<file path="src/rtl/chunked_seq_adder.sv">
// chunked_seq_adder: multi-cycle adder/subtractor, CHUNK bits per clock with a registered inter-slice carry.
// Latency: operands accepted at edge k give out_valid after edge k+N (N = WIDTH/CHUNK); one result per N+2 cycles.
// Backpressure: in_ready is low from accept until the output handshake; the result is held while out_ready is low.
// Optional macro CHUNKED_ADDER_OVERFLOW_EN adds the o_ovf signed-overflow output.
module chunked_seq_adder #(
    parameter int WIDTH = 16,
    parameter int CHUNK = 4
) (
    input  logic             i_clk,
    input  logic             i_rst,
    input  logic             i_in_valid,
    output logic             o_in_ready,
    input  logic [WIDTH-1:0] i_a,
    input  logic [WIDTH-1:0] i_b,
    input  logic             i_cin,
    input  logic             i_sub,
    output logic             o_out_valid,
    input  logic             i_out_ready,
    output logic [WIDTH-1:0] o_sum,
`ifdef CHUNKED_ADDER_OVERFLOW_EN
    output logic             o_ovf,
`endif
    output logic             o_cout
);

    localparam int N  = WIDTH / CHUNK;
    localparam int CW = (N > 1) ? $clog2(N) : 1;
    localparam logic [CW-1:0] LAST = CW'(N - 1);

    typedef enum logic [1:0] {S_IDLE, S_RUN, S_DONE} state_t;

    state_t           r_state;
    logic [CW-1:0]    r_cnt;
    logic [WIDTH-1:0] r_a;
    logic [WIDTH-1:0] r_b;
    logic             r_carry;
    logic [WIDTH-1:0] r_sum;
    logic             r_in_ready;
    logic             r_out_valid;
    logic [WIDTH-1:0] r_sum_o;
    logic             r_cout_o;
`ifdef CHUNKED_ADDER_OVERFLOW_EN
    logic             r_a_msb;
    logic             r_b_msb;
    logic             r_ovf;
`endif

    logic [WIDTH-1:0] w_beff;
    logic [CHUNK:0]   w_slice;
    logic [WIDTH-1:0] w_sum_next;
    logic [WIDTH-1:0] w_a_next;
    logic [WIDTH-1:0] w_b_next;

    // Subtraction is folded into the operand: B is inverted at accept and the +1 comes in as carry-in.
    assign w_beff = i_sub ? ~i_b : i_b;

    // One slice add per cycle on the low CHUNK bits of the shifting operand registers.
    assign w_slice = {1'b0, r_a[CHUNK-1:0]} + {1'b0, r_b[CHUNK-1:0]} + {{CHUNK{1'b0}}, r_carry};

    // New slice enters at the top of the sum; after N cycles the first slice has reached bit 0.
    // The concatenate-then-shift form stays legal when CHUNK == WIDTH.
    assign w_sum_next = WIDTH'({w_slice[CHUNK-1:0], r_sum} >> CHUNK);
    assign w_a_next   = r_a >> CHUNK;
    assign w_b_next   = r_b >> CHUNK;

    // Control FSM plus datapath registers; outputs only change on the completing RUN cycle.
    always_ff @(posedge i_clk or posedge i_rst) begin
        if (i_rst) begin
            r_state     <= S_IDLE;
            r_cnt       <= '0;
            r_a         <= '0;
            r_b         <= '0;
            r_carry     <= 1'b0;
            r_sum       <= '0;
            r_in_ready  <= 1'b1;
            r_out_valid <= 1'b0;
            r_sum_o     <= '0;
            r_cout_o    <= 1'b0;
`ifdef CHUNKED_ADDER_OVERFLOW_EN
            r_a_msb     <= 1'b0;
            r_b_msb     <= 1'b0;
            r_ovf       <= 1'b0;
`endif
        end else begin
            case (r_state)
                S_IDLE: begin
                    if (i_in_valid) begin
                        r_a        <= i_a;
                        r_b        <= w_beff;
                        r_carry    <= i_sub | i_cin;
                        r_cnt      <= '0;
                        r_in_ready <= 1'b0;
                        r_state    <= S_RUN;
`ifdef CHUNKED_ADDER_OVERFLOW_EN
                        r_a_msb    <= i_a[WIDTH-1];
                        r_b_msb    <= w_beff[WIDTH-1];
`endif
                    end
                end
                S_RUN: begin
                    r_a     <= w_a_next;
                    r_b     <= w_b_next;
                    r_carry <= w_slice[CHUNK];
                    r_sum   <= w_sum_next;
                    r_cnt   <= r_cnt + CW'(1);
                    if (r_cnt == LAST) begin
                        r_state     <= S_DONE;
                        r_out_valid <= 1'b1;
                        r_sum_o     <= w_sum_next;
                        r_cout_o    <= w_slice[CHUNK];
`ifdef CHUNKED_ADDER_OVERFLOW_EN
                        r_ovf       <= (r_a_msb == r_b_msb) && (w_sum_next[WIDTH-1] != r_a_msb);
`endif
                    end
                end
                S_DONE: begin
                    // A simultaneous in_valid is not taken here; the IDLE bubble accepts it next cycle.
                    if (i_out_ready) begin
                        r_out_valid <= 1'b0;
                        r_in_ready  <= 1'b1;
                        r_state     <= S_IDLE;
                    end
                end
                default: begin
                    r_state <= S_IDLE;
                end
            endcase
        end
    end

    assign o_in_ready  = r_in_ready;
    assign o_out_valid = r_out_valid;
    assign o_sum       = r_sum_o;
    assign o_cout      = r_cout_o;
`ifdef CHUNKED_ADDER_OVERFLOW_EN
    assign o_ovf       = r_ovf;
`endif

endmodule
</file>
<file path="config.mk">
export PLATFORM = sky130hd
export DESIGN_NAME = chunked_seq_adder
export DESIGN_NICKNAME = d
export VERILOG_FILES = /design/src/rtl/chunked_seq_adder.sv
export SDC_FILE = /design/constraint.sdc
export NUM_CORES = 1
export LEC_CHECK = 0
export CAP_MARGIN = 25
export CORE_UTILIZATION = 52
export DETAILED_ROUTE_END_ITERATION = 12
export PLACE_DENSITY = 0.8
export SYNTH_ARGS = -nofsm -noshare
export SYNTH_HDL_FRONTEND = slang
export SYNTH_SLANG_ARGS = --single-unit
</file>
<file path="constraint.sdc">
create_clock -name i_clk -period 2.8 [get_ports i_clk]
set_clock_uncertainty 0.05 [all_clocks]
set_input_delay 0.56 -clock i_clk [delete_from_list [all_inputs] [get_ports i_clk]]
set_output_delay 0.56 -clock i_clk [all_outputs]
set_load 0.05 [all_outputs]
</file>
==> run_results.csv <==
group,metric,value,unit
outcome,outcome,"completed",
routing,drc,0,
die,die-width,78.6,µm
clock_tree,hold_buffers,0,
worst_hold_path,worst_hold_path_type,"reg2reg",
clock_tree,cts.htree.levels,3,
sta,fin_crit_sh,81.1,%
yosys,netlist_instances,290,
final_layout,layout-drive-gt1-share,11.1,%
power,peakVddDrop,0.594,mV
sta,tightest_slew,0.575,ns
clock_tree,ctsResizeCount,0,
grt,grt.overflow.total,0,
die,die_h,78.6,µm
sta,relSlewSlack,61.6,%
sta,finalSetupViolations,0,
final_layout,stdcell_count,422,
grt,use_met3,5.35,%
worst_setup_path,crit_buf_inv,1,
sta,finalCriticalPeriod,2.27,ns
power,p_leak,1.78,nW
placed_design,portBuffers,56,
routing,final_antenna_net_count,0,
grt,grt_max_degree,69,
clock_tree,clkSinkCount,68,
die,dieArea,0.00618,mm²
worst_setup_path,cpPeakStageDelay,0.79,ns
placed_design,post-place-ws,0.551,ns
final_layout,fillCellCount,432,
placed_design,numPlacedInstances,407,
yosys,synth-seq-cells,68,
clock_tree,clock_path_buffers,2,
clock_tree,clock-root-buffer,"clkbuf_8",
routing,wl,5690,µm
routing,via_per_inst,5.19,
routing,dr.pass1.iters,4,
final_layout,antenna_cells_inserted,0,
worst_setup_path,start_kind,"register",
clock_tree,post_cts_buffers,0,
clock_tree,clk_latency,0.33,ns
die,core-area,0.00557,mm²
worst_setup_path,crit_family,"buffers and inverters",
worst_setup_path,arrival,1.66,ns
routing,num_vias,2191,
worst_setup_path,cpMaxStageDelayCell,"clkdlybuf4s50_1",
clock_tree,cts_buffers,9,
placed_design,hpwlAfterDp,3800,µm
die,ios,57,
die,num_rows,27,
worst_setup_path,cp_cell_sequence,"clkdlybuf4s50_1",
final_layout,nNetsFinal,390,
grt,antenna_found_initial,0,
worst_setup_path,critPathKind,"reg2out",
worst_setup_path,crit_fanout,3,
grt,grt_usage,21.2,%
power,finalPower,0.00472,W
yosys,yosys_warnings,0,
worst_setup_path,end_kind,"output pin",
routing,wl_per_cell,13.5,µm
yosys,syn_avg_cell_area,10.5,µm²
placed_design,gp_congestion,0.761,
power,power.density,1230,mW/mm²
die,initial_utilization,54.8,%
yosys,ys_seq_area_share,55.8,%
final_layout,fin_util,68.8,%
worst_setup_path,cp_data_required_time,2.19,ns
sta,rsz0062_at_grt,"no",
yosys,syn_nets,334,
clock_tree,path_clk_slew,0.06,ns
grt,grt.met1_usage,29.1,%
grt,top_usage_layer,"met2",
sta,timing.final.ws_setup,0.530,ns
sta,setup_tns,0,ns
routing,drtIter0Drc,120,
grt,first_global_vias,2080,
run,drv_cap,0,
grt,grt_first_pass_wirelength,9930,µm
yosys,ys_types,28,
sta,slew_viol_final,0,
clock_tree,tritoncts,"yes",
sta,fmax,441,MHz
final_layout,area_growth,25.6,%
yosys,synth_area,0.00305,mm²
grt,met2_usage,32.5,%
sta,finalHoldViolations,0,
[placed cells by master, fill, tap and decap left out, types with 2 or more instances in the layout]
cell	n
a21o_1	2
a21oi_1	8
a221o_1	12
a31oi_1	11
buf_4	5
clkbuf_1	2
clkbuf_8	11
clkdlybuf4s50_1	56
clkinv_2	2
dfrtp_1	67
fa_1	2
ha_1	4
inv_1	6
mux2_2	2
mux2_4	11
nand2_1	71
nand3_1	9
nor2_1	27
o21ai_0	14
xnor2_1	16
xor2_1	2
[cell usage after synthesis]
library cell / n / area, µm²
dfstp_2: 1 / 26.3
a31oi_1: 11 / 68.8
buf_2: 10 / 50.1
mux2_2: 2 / 22.5
nand2_1: 71 / 267
nor2_1: 27 / 101
o211ai_1: 1 / 7.51
nor2b_1: 1 / 6.26
buf_4: 2 / 15.0
dfrtp_1: 67 / 1680
o31ai_1: 1 / 7.51
nand2_2: 1 / 6.26
a221o_1: 12 / 120
mux2_4: 11 / 165
clkbuf_1: 3 / 11.3
nor2_2: 1 / 6.26
fa_1: 2 / 40.0
nand3_2: 1 / 10.0
inv_1: 7 / 26.3
nor3b_4: 1 / 18.8
ha_1: 4 / 50.1
nand3_1: 9 / 45.0
o21ai_0: 14 / 70.1
xnor2_1: 16 / 140
buf_6: 2 / 22.5
a21o_1: 2 / 15.0
a21oi_1: 8 / 40.0
xor2_1: 2 / 17.5
[per-stage QoR]
step | hold WS, ns | cell area (µm²)
3_5_place_dp | 0.417 | 3660
6_report | 0.425 | 3830
2_1_floorplan | 0.396 | 3050
5_1_grt | 0.466 | 3830
4_1_cts | 0.430 | 3830
3_3_place_gp | 0.409 | 3660
[kinds of logic (layout without fill, tap and decap cells)]
logic type / Yosys count / in the layout / synth area share, %
AO/OA/AOI/OAI: 49 / 49 / 10.8
XOR/XNOR: 18 / 18 / 5.16
adder cells (fa/ha/maj): 6 / 6 / 2.95
buffers and inverters: 24 / 84 / 4.10
flip-flops: 68 / 68 / 55.8
multiplexers: 13 / 13 / 6.15
AND/OR/NAND/NOR: 112 / 112 / 15.1
[per-layer routing]
layer / vias to the layer above / share of wire [%]
li1: 1085 / -
met3: 6 / 4.6
met4: 0 / 1.0
met1: 1039 / 46
met2: 61 / 48
met5: - / 0
[final timing paths]
check / slack [ns] / end / cells after the start / from
worst min-delay path: 0.42 / r_sum[6]$_DFFE_PP0N_ / 2 / r_sum[6]$_DFFE_PP0N_
worst max-delay path: 0.53 / o_in_ready / 1 / o_in_ready$_DFFE_PP1P_
worst min register to register: 0.42 / r_sum[6]$_DFFE_PP0N_ / 2 / r_sum[6]$_DFFE_PP0N_
min in group asynchronous: 0.56 / o_sum[15]$_DFFE_PP0P_ / 3 / i_rst
worst max register to register: 0.86 / o_sum[2]$_DFFE_PP0P_ / 4 / r_state[0]$_DFFE_PP0P_
max in group asynchronous: 1.82 / o_in_ready$_DFFE_PP1P_ / 3 / i_rst
[report_power, final]
part	total (W)	internal [W]	switching, W
clock	0.000699	0.000363	0.000336
combinational	0.00226	0.000920	0.00134
sequential	0.00177	0.00146	0.000308
total	0.00472	0.00274	0.00198
[state kept, by name, indices dropped and copies added, names as in the netlist]
name / cells
r_cnt: 2
o_out_valid: 1
o_sum: 16
o_in_ready: 1
r_carry: 1
r_sum: 12
r_a: 16
r_state: 2
r_b: 16
o_cout: 1
[worst min-delay path: stages (launching register included)]
cell and delay [ns]:
dfrtp_1 0.34, nand2_1 0.05, nand2_1 0.05
[layout make-up]
| cell class | instances | area (µm²) | share of cell area, % |
|---|---|---|---|
| clock buffers | 13 | 159 | 4.14 |
| clock inverters | 2 | 10.0 | 0.261 |
| inverters | 7 | 26.3 | 0.685 |
| multi-input cells | 198 | 1230 | 32.0 |
| flip-flops and latches | 68 | 1700 | 44.4 |
| well taps | 72 | 90.1 | 2.35 |
| repair buffers | 62 | 618 | 16.1 |
Power figures use the tool's default switching activity.
